**src/rtl/alu_pkg.sv**
```systemverilog
// Shared definitions for the ALU execute stage: op-code map, op width and FSM encoding.
package alu_pkg;

  localparam int OP_W = 4;

  localparam logic [OP_W-1:0] OP_ADD = 4'd0;
  localparam logic [OP_W-1:0] OP_SUB = 4'd1;
  localparam logic [OP_W-1:0] OP_AND = 4'd2;
  localparam logic [OP_W-1:0] OP_OR  = 4'd3;
  localparam logic [OP_W-1:0] OP_XOR = 4'd4;
  localparam logic [OP_W-1:0] OP_NOT = 4'd5;
  localparam logic [OP_W-1:0] OP_MOV = 4'd6;
  localparam logic [OP_W-1:0] OP_INC = 4'd7;
  localparam logic [OP_W-1:0] OP_DEC = 4'd8;
  localparam logic [OP_W-1:0] OP_SHL = 4'd9;
  localparam logic [OP_W-1:0] OP_SHR = 4'd10;
  localparam logic [OP_W-1:0] OP_MUL = 4'd11;

  typedef enum logic {
    S_IDLE = 1'b0,
    S_MUL  = 1'b1
  } state_t;

endpackage

```
**src/rtl/alu_if.sv**
```systemverilog
// Command/result bundle between the register-file read ports and the ALU stage.
interface alu_if #(parameter int N = 8);
  import alu_pkg::*;

  logic [N-1:0]    a;
  logic [N-1:0]    b;
  logic [OP_W-1:0] op;
  logic            start;
  logic            busy;
  logic            done;
  logic [N-1:0]    y;
  logic            z;
  logic            n;
  logic            o;

  modport master (output a, b, op, start, input busy, done, y, z, n, o);
  modport slave  (input a, b, op, start, output busy, done, y, z, n, o);
endinterface

```
**src/rtl/mul_seq.sv**
```systemverilog
// N-step shift-add unsigned multiplier; product is the accumulator plus the current
// partial term, so it is final in the cycle where last is high.
module mul_seq #(
  parameter int N = 8
) (
  input  logic           clk,
  input  logic           rst,
  input  logic           load,
  input  logic [N-1:0]   a,
  input  logic [N-1:0]   b,
  output logic           busy,
  output logic           last,
  output logic [2*N-1:0] product
);

  localparam int CW = (N > 1) ? $clog2(N) : 1;

  logic [2*N-1:0] mcand;
  logic [2*N-1:0] acc;
  logic [N-1:0]   mplier;
  logic [CW-1:0]  cnt;

  assign product = acc + (mplier[0] ? mcand : '0);
  assign last    = busy && (cnt == CW'(N-1));

  always_ff @(posedge clk) begin
    if (rst) begin
      mcand  <= '0;
      acc    <= '0;
      mplier <= '0;
      cnt    <= '0;
      busy   <= 1'b0;
    end else if (load) begin
      mcand  <= {{N{1'b0}}, a};
      mplier <= b;
      acc    <= '0;
      cnt    <= '0;
      busy   <= 1'b1;
    end else if (busy) begin
      acc    <= product;
      mcand  <= mcand << 1;
      mplier <= mplier >> 1;
      cnt    <= cnt + CW'(1);
      if (last) busy <= 1'b0;
    end
  end

endmodule

```
**src/rtl/alu_stage.sv**
```systemverilog
// Registered execute stage: single-cycle ALU ops plus a sequenced multiply.
//   state  | meaning
//   S_IDLE | accepts start; single-cycle ops retire at the accepting edge
//   S_MUL  | multiplier stepping; start ignored until the product is written
module alu_stage
  import alu_pkg::*;
#(
  parameter int N = 8
) (
  input logic  clk,
  input logic  rst,
  alu_if.slave bus
);

  state_t         state;
  logic [N-1:0]   y_q;
  logic           z_q, n_q, o_q, done_q;
  logic [N-1:0]   alu_y;
  logic           alu_o, alu_ok;
  logic           mul_load, mul_busy, mul_last;
  logic [2*N-1:0] mul_p;

  assign mul_load = (state == S_IDLE) && bus.start && (bus.op == OP_MUL);

  mul_seq #(.N(N)) u_mul (
    .clk     (clk),
    .rst     (rst),
    .load    (mul_load),
    .a       (bus.a),
    .b       (bus.b),
    .busy    (mul_busy),
    .last    (mul_last),
    .product (mul_p)
  );

  always_comb begin
    alu_y  = '0;
    alu_o  = 1'b0;
    alu_ok = 1'b1;
    case (bus.op)
      OP_ADD: begin
        alu_y = bus.a + bus.b;
        alu_o = (bus.a[N-1] == bus.b[N-1]) && (alu_y[N-1] != bus.a[N-1]);
      end
      OP_SUB: begin
        alu_y = bus.a - bus.b;
        alu_o = (bus.a[N-1] != bus.b[N-1]) && (alu_y[N-1] != bus.a[N-1]);
      end
      OP_AND: alu_y = bus.a & bus.b;
      OP_OR:  alu_y = bus.a | bus.b;
      OP_XOR: alu_y = bus.a ^ bus.b;
      OP_NOT: alu_y = ~bus.a;
      OP_MOV: alu_y = bus.a;
      OP_INC: begin
        alu_y = bus.a + N'(1);
        alu_o = !bus.a[N-1] && alu_y[N-1];
      end
      OP_DEC: begin
        alu_y = bus.a - N'(1);
        alu_o = bus.a[N-1] && !alu_y[N-1];
      end
      OP_SHL: alu_y = bus.a << 1;
      OP_SHR: alu_y = bus.a >> 1;
      default: alu_ok = 1'b0;
    endcase
  end

  always_ff @(posedge clk) begin
    if (rst) begin
      state  <= S_IDLE;
      y_q    <= '0;
      z_q    <= 1'b0;
      n_q    <= 1'b0;
      o_q    <= 1'b0;
      done_q <= 1'b0;
    end else begin
      done_q <= 1'b0;
      case (state)
        S_IDLE: begin
          if (bus.start) begin
            if (bus.op == OP_MUL) begin
              state <= S_MUL;
            end else begin
              // reserved ops still acknowledge but leave the result untouched
              done_q <= 1'b1;
              if (alu_ok) begin
                y_q <= alu_y;
                z_q <= (alu_y == '0);
                n_q <= alu_y[N-1];
                o_q <= alu_o;
              end
            end
          end
        end
        S_MUL: begin
          if (mul_busy && mul_last) begin
            y_q    <= mul_p[N-1:0];
            z_q    <= (mul_p[N-1:0] == '0);
            n_q    <= mul_p[N-1];
            o_q    <= |mul_p[2*N-1:N];
            done_q <= 1'b1;
            state  <= S_IDLE;
          end
        end
      endcase
    end
  end

  assign bus.busy = (state == S_MUL);
  assign bus.done = done_q;
  assign bus.y    = y_q;
  assign bus.z    = z_q;
  assign bus.n    = n_q;
  assign bus.o    = o_q;

endmodule

```
**src/flat_wrapper.sv**
```systemverilog
// flat-port wrapper written by rule: the top's interface ports become plain ports
module alu_stage_flat import alu_pkg::*;
#(
  parameter int N = 8
)
  (clk, rst, bus_a, bus_b, bus_op, bus_start, bus_busy, bus_done, bus_y, bus_z, bus_n, bus_o);
  alu_if #(.N(N)) bus_i ();
  input logic clk;
  input logic rst;
  input wire logic [$bits(bus_i.a)-1:0] bus_a;
  input wire logic [$bits(bus_i.b)-1:0] bus_b;
  input wire logic [$bits(bus_i.op)-1:0] bus_op;
  input wire logic [$bits(bus_i.start)-1:0] bus_start;
  output wire logic [$bits(bus_i.busy)-1:0] bus_busy;
  output wire logic [$bits(bus_i.done)-1:0] bus_done;
  output wire logic [$bits(bus_i.y)-1:0] bus_y;
  output wire logic [$bits(bus_i.z)-1:0] bus_z;
  output wire logic [$bits(bus_i.n)-1:0] bus_n;
  output wire logic [$bits(bus_i.o)-1:0] bus_o;
  assign bus_i.a = bus_a;
  assign bus_i.b = bus_b;
  assign bus_i.op = bus_op;
  assign bus_i.start = bus_start;
  assign bus_busy = bus_i.busy;
  assign bus_done = bus_i.done;
  assign bus_y = bus_i.y;
  assign bus_z = bus_i.z;
  assign bus_n = bus_i.n;
  assign bus_o = bus_i.o;
  alu_stage #(.N(N)) u_core (.clk(clk), .rst(rst), .bus(bus_i));
endmodule
```
**config.mk**
```make
export PLATFORM = sky130hd
export DESIGN_NAME = alu_stage_flat
export DESIGN_NICKNAME = d
export VERILOG_FILES = /design/src/rtl/alu_pkg.sv /design/src/rtl/alu_if.sv /design/src/rtl/mul_seq.sv /design/src/rtl/alu_stage.sv /design/src/flat_wrapper.sv
export SDC_FILE = /design/constraint.sdc
export NUM_CORES = 1
export LEC_CHECK = 0
export BUFFER_PORTS_ARGS = -buffer_cell sky130_fd_sc_hd__buf_2
export CAP_MARGIN = 30
export CORE_MARGIN = 5
export CORE_UTILIZATION = 35
export DETAILED_ROUTE_END_ITERATION = 8
export GPL_TIMING_DRIVEN = 0
export PLACE_DENSITY_LB_ADDON = 0.2
export SLEW_MARGIN = 20
export SYNTH_ARGS = -nofsm -noshare
export SYNTH_HDL_FRONTEND = slang
export SYNTH_SLANG_ARGS = --single-unit
```
**constraint.sdc**
```tcl
create_clock -name clk -period 5.2 [get_ports clk]
set_input_delay 1.04 -clock clk [delete_from_list [all_inputs] [get_ports clk]]
set_output_delay 1.04 -clock clk [all_outputs]
set_load 0.01 [all_outputs]
```
After elaboration in Yosys (flattened, before gate mapping)
Cells that the tools add are included.
{"block": "op_classes", "n_addsub": 6, "multipliers": 0, "div_mod_pow": 0, "order_cmp": 0, "eq_ne": 20, "shift": 0, "muxes": 39, "bitwise_logic": 5, "n_reduce_logical": 18}
{"op": "8-bit case mux with 11 select lines", "n": 1}
{"op": "8-bit 2-to-1 mux", "n": 8}
{"op": "1-bit 2-to-1 mux", "n": 22}
{"op": "16-bit adder", "n": 1}
{"op": "4-bit by 3-bit equality test with 1-bit output (second input constant)", "n": 4}
{"op": "4-bit equality test (second input constant)", "n": 4}
{"op": "8-bit logical NOT", "n": 2}
{"op": "16-bit 2-to-1 mux", "n": 1}
{"op": "8-bit case mux with 2 select lines", "n": 1}
{"op": "11-bit OR reduction", "n": 1}
{"op": "1-bit case mux with 2 select lines", "n": 5}
{"op": "8-bit by 1-bit adder with 8-bit output (second input constant)", "n": 1}
{"op": "8-bit adder", "n": 1}
{"op": "8-bit bitwise AND", "n": 1}
{"op": "4-bit by 2-bit equality test with 1-bit output (second input constant)", "n": 2}
{"op": "1-bit logical AND", "n": 8}
{"op": "8-bit NOT", "n": 1}
{"op": "8-bit bitwise OR", "n": 1}
{"op": "8-bit OR reduction", "n": 1}
{"op": "8-bit by 1-bit subtractor with 8-bit output (second input constant)", "n": 1}
{"op": "8-bit subtractor", "n": 1}
{"op": "8-bit bitwise XOR", "n": 1}
{"op": "2-bit inequality test (second input constant)", "n": 3}
{"op": "4-bit by 1-bit equality test with 1-bit output (second input constant)", "n": 1}
{"op": "12 further kinds", "n": 15}
{"block": "word_totals", "regBits": 57, "latch_bits": 0, "mem_bits_rw": 0, "mem_bits_ro": 0, "input_bits": 23, "out_inout_bits": 13, "word_cells": 100, "memories": 0}

Depth between registers and ports, before layout
{"block": "logic_depth", "ltp_word": 8, "ltp_mapped": 12, "ltp_nobuf": 11}

Modules after synthesis
A second synthesis with hierarchy kept.
{"block": "hier_totals", "cells_unflattened": 701, "area_unflattened_um2": 5444.0}
{"module": "mul_seq", "n_inst": 1, "cells_each": 345, "area_each_um2": 2855.2, "seq_area_each_um2": 880.8}
{"module": "alu_stage", "n_inst": 1, "cells_each": 356, "area_each_um2": 2588.7, "seq_area_each_um2": 240.2}

Worst setup path after synthesis
OpenSTA, ideal clock, no wires.
{"block": "synth_timing", "path_kind": "input port to flip-flop", "start": "input port bus_a[1]", "end": "register u_core.z_q, in the netlist u_core.bus.z", "setup_ps": 88, "arrival_ps": 3447, "t_required_ps": 5112, "setup_slack_ps": 1665, "stages": 10, "n_path_buf": 1, "cell_sequence": "clkbuf_1 -> inv_1 -> fa_1 -> o21bai_1 -> a21oi_1 -> a221oi_1 -> a21oi_1 -> or4_1 -> or3_1 -> o32ai_2"}
{"block": "synth_between", "elab_chain_cells": 7, "word_cells_on_any_way": 14, "classes_between": "4 x add/sub; 5 x mux; 4 x bitwise; 1 x reduce/logical"}
{"element": "start, declared", "line": "flat_wrapper.sv:10", "source": "input wire logic [$bits(bus_i.a)-1:0] bus_a;"}
{"element": "8-bit by 1-bit subtractor with 8-bit output (tied with other cells)", "line": "alu_stage.sv:59", "source": "alu_y = bus.a - N'(1);"}
{"element": "8-bit case mux with 11 select lines (*)", "line": "alu_stage.sv:40", "source": "case (bus.op)"}
{"element": "8-bit logical NOT (*)", "line": "alu_stage.sv:88", "source": "z_q <= (alu_y == '0);"}
{"element": "1-bit 2-to-1 mux (*)", "line": "alu_stage.sv:86", "source": "if (alu_ok) begin"}
{"element": "1-bit 2-to-1 mux (*)", "line": "alu_stage.sv:81", "source": "if (bus.op == OP_MUL) begin"}
{"element": "1-bit 2-to-1 mux (*)", "line": "alu_stage.sv:80", "source": "if (bus.start) begin"}
{"element": "1-bit case mux with 2 select lines (*)", "line": "alu_stage.sv:78", "source": "case (state)"}
{"element": "end signal, assigned", "line": "alu_stage.sv:88"}
{"element": "end signal, assigned", "line": "alu_stage.sv:98", "source": "z_q <= (mul_p[N-1:0] == '0);"}
{"element": "end, declared", "line": "alu_stage.sv:17", "source": "logic z_q, n_q, o_q, done_q;"}
Mark *: on every way between the ends. The rest lies on a longest branch, timed or not. The select of a mux whose other input is x is not followed.
A chain may end at the register's enable or synchronous reset.

Final worst setup path
Same ends and word-level chain as after synthesis.

==> results_dict.tcl <==
set metrics [dict create \
    status "completed" \
    setup-violations-final 0 \
    routabilityCongestion 0.941 \
    cts_repair_resize_count 0 \
    worst_slack_ns 1.14 \
    number_of_port_buffers 34 \
    worst_setup_hold_path_clk_slew_ns 0.07 \
    synthDistinctLibCells 74 \
    drt_antenna_net_count 0 \
    drt-pass1-iter-count 5 \
    initial_core_util_pct 35.6 \
    clkSinkCount 56 \
    crit_path_max_fanout 8 \
    final_hold_vio_count 0 \
    critical_path_required_ns 5.41 \
    finalNetCount 772 \
    detail_route.drc_violations 0 \
    postSynthAreaPerCell_um2 7.80 \
    final_layout_size_suffix_gt1_share_pct 9.82 \
    area_growth_synth_to_finish_pct 10.7 \
    ys_async_sr_fraction_pct 0 \
    postCtsSetupRepairBufs 0 \
    grt_setup_unrepaired "false" \
    dieWidth_um 131 \
    utilization_pct 39.5 \
    power_frac_comb_pct 24.1 \
    min_period_ns 4.06 \
    cts-hold-fix-buffers 0 \
    maxSlewHeadroom_pct 44.3 \
    path_buf_inv 3 \
    grt_start_max_net_pins 17 \
    ys_dominant_reg_cell "sky130_fd_sc_hd__dfxtp_1" \
    static-leakage-power_uw 0.00221 \
    total_power_uw 1020 \
    intPower_uw 707 \
    synth_common_cells "sky130_fd_sc_hd__nor2_1, sky130_fd_sc_hd__dfxtp_1, sky130_fd_sc_hd__a21oi_1, sky130_fd_sc_hd__ha_1, sky130_fd_sc_hd__mux2i_1" \
    grt_first_pass_wirelength_um 26800 \
    totalWireLength_um 16300 \
    worst_path_largest_cell_delay_ns 0.64 \
    p_per_area_nw_per_um2 179 \
    insertedDiodeCount 0 \
    cts-htree-levels 2 \
    hpwl_um 12900 \
    grt_total_ovfl 0 \
    synth-seq-cells 56 \
    grt_use_total_pct 18.5 \
    preCtsSetupSlack_ns 0.889 \
    detail_route.vias_per_cell 5.80 \
    synthMostInstantiatedCell "sky130_fd_sc_hd__nor2_1" \
    clk_latency_ns 0.29 \
    final_cell_count_no_fill 887 \
    setup.worst_path.start_class "input pin" \
    syn_area_um2 5160 \
    placement_rows 44 \
    tightest_slew_ns 0.833 \
    antenna_found_initial 0 \
    yosys.area.top_type "sky130_fd_sc_hd__dfxtp_1" \
    route.vias.total 5149 \
    slew_violations 0 \
    fin_worst_skew_ns 0.00946 \
    netlist_top_cells_area "sky130_fd_sc_hd__dfxtp_1, sky130_fd_sc_hd__ha_1, sky130_fd_sc_hd__mux2i_1" \
    share_of_the_synthesized_area_in_the_top_cell_type_pct 21.7 \
    drv_cap 0 \
    chipHeight_um 131 \
    arrival_ns 4.27 \
    clockPowerShare_pct 32.6 \
    cts-root-to-sink-buffers 2 \
    power.sequential.fraction_pct 43.4 \
    timing.critical_path.cells "buf_2, clkbuf_1, inv_1, fa_1, o21bai_1, a21oi_1, a221oi_1, a21oi_1, or4_1, or3_1, o32ai_2" \
    groute.layer.met1.usage_pct 26.2 \
    timing.setup.tns_ns 0 \
    cts_tree "built" \
    p_switching_uw 318 \
    synth_enable_flop_cells 0 \
    worst_path_dominant_cell_family "simple AND/OR/NAND/NOR gates" \
    worst_hold_path_type "register to register" \
    synthesized_netlist_net_count 731 \
    floorplan.die_area_um2 17300 \
    worst-setup-path-type "input pin to register" \
    grt_pass1_vias 5021 \
    yosys_warnings 0 \
    tritoncts_buffer_count 5 \
    seq_area_frac_synth_pct 21.7 \
    drt_iter0_drc 496 \
    core-area_um2 14500 \
    max-vdd-ir-drop_uv 123 \
    fmax_mhz 246 \
    cts-root-buf "sky130_fd_sc_hd__clkbuf_16" \
    grt_busiest_layer "met2" \
    crit_path_top_delay_cell "sky130_fd_sc_hd__or4_1" \
    switching_share_pct 31.0 \
    place.detailed.instances 879 \
    synthCells 661 \
    timing.critical_path.mode_cell "sky130_fd_sc_hd__a21oi_1" \
    avgRoutedWirePerCell_um 18.4 \
    crit_path_end_kind "register" \
    io_pins 36 \
    timing.final.crit_share_pct 78.1 \
    grt_util_met2_pct 29.9 \
    met3_usage_pct 2.06 \
]
## power groups by stage
stage | Combinational [uW] | Sequential [uW] | Clock (uW)
after global placement | 240 | 454 | 0
final | 247 | 444 | 334
after detailed placement | 242 | 454 | 0
after CTS | 243 | 445 | 344
after global routing | 270 | 446 | 359
after floorplan | 157 | 456 | 0
## logic make-up after synthesis
| group | share of synthesized area [%] |
|---|---|
| xor+xnor | 2.47 |
| simple gates | 24.5 |
| compound gates | 24.4 |
| flops | 21.7 |
| buf+inv | 6.65 |
| mux | 8.37 |
| fa+ha+maj | 11.8 |
## metrics by stage
step / hold slack [ns] / cell area, um^2
2_1_floorplan: 0.450 / 5160
6_report: 0.469 / 5710
3_5_place_dp: 0.465 / 5570
5_1_grt: 0.494 / 5710
3_3_place_gp: 0.442 / 5560
4_1_cts: 0.476 / 5710
## layout make-up
type	count	area (um^2)
clock inverter	1	8.76
buffer	45	211
fill	1512	8770
sequential	56	1120
clock buffer	7	133
tap	184	230
timing repair buffer	34	170
multi-input combinational	525	3710
inverter	35	131
## state kept, by name, summed over array words and instances (netlist names)
| name | flops |
|---|---|
| u_core.u_mul.mcand | 16 |
| u_core.u_mul.busy | 1 |
| u_core.u_mul.acc | 16 |
| u_core.u_mul.mplier | 8 |
| u_core.u_mul.cnt | 3 |
| u_core.bus.o | 1 |
| u_core.bus.done | 1 |
| u_core.bus.y | 7 |
| u_core.bus.z | 1 |
| u_core.bus.busy | 1 |
| u_core.bus.n | 1 |
## per-layer routing
layer | part of all wire, % | vias to the layer above
li1 | - | 2512
met2 | 46 | 174
met4 | 1.7 | 0
met5 | 0 | -
met3 | 4.9 | 22
met1 | 48 | 2441
## placed cells by master (no fill, tap or decap), types with 10 or more instances in the layout
cell type and count:
sky130_fd_sc_hd__dfxtp_1 56, sky130_fd_sc_hd__a211oi_1 25, sky130_fd_sc_hd__buf_2 44, sky130_fd_sc_hd__o21ai_0 18, sky130_fd_sc_hd__xnor2_1 10, sky130_fd_sc_hd__nor2_1 74
sky130_fd_sc_hd__and2_1 19, sky130_fd_sc_hd__ha_1 44, sky130_fd_sc_hd__inv_1 30, sky130_fd_sc_hd__a21oi_1 47, sky130_fd_sc_hd__mux2i_1 42, sky130_fd_sc_hd__nand2b_1 15
sky130_fd_sc_hd__nand2_1 35, sky130_fd_sc_hd__nor3_1 17, sky130_fd_sc_hd__nand3_1 26, sky130_fd_sc_hd__clkbuf_1 28
## final timing paths
| path | to | depth (start not counted) | startpoint | slack [ns] |
|---|---|---|---|---|
| setup reg to reg | u_core.bus.o | 11 | u_core.u_mul.mplier[0] | 1.62 |
| setup / recovery | u_core.bus.z | 11 | bus_a[1] | 1.14 |
| hold / removal | u_core.bus.y[3] | 2 | u_core.bus.y[3] | 0.47 |
| hold reg to reg | u_core.bus.y[3] | 2 | u_core.bus.y[3] | 0.47 |
## worst min-delay path, cell delays in order (launching register included)
cell,delay [ns]
sky130_fd_sc_hd__dfxtp_1,0.32
sky130_fd_sc_hd__nand2_1,0.05
sky130_fd_sc_hd__a21oi_1,0.05
No activity file was read; power rests on OpenSTA's default activity.
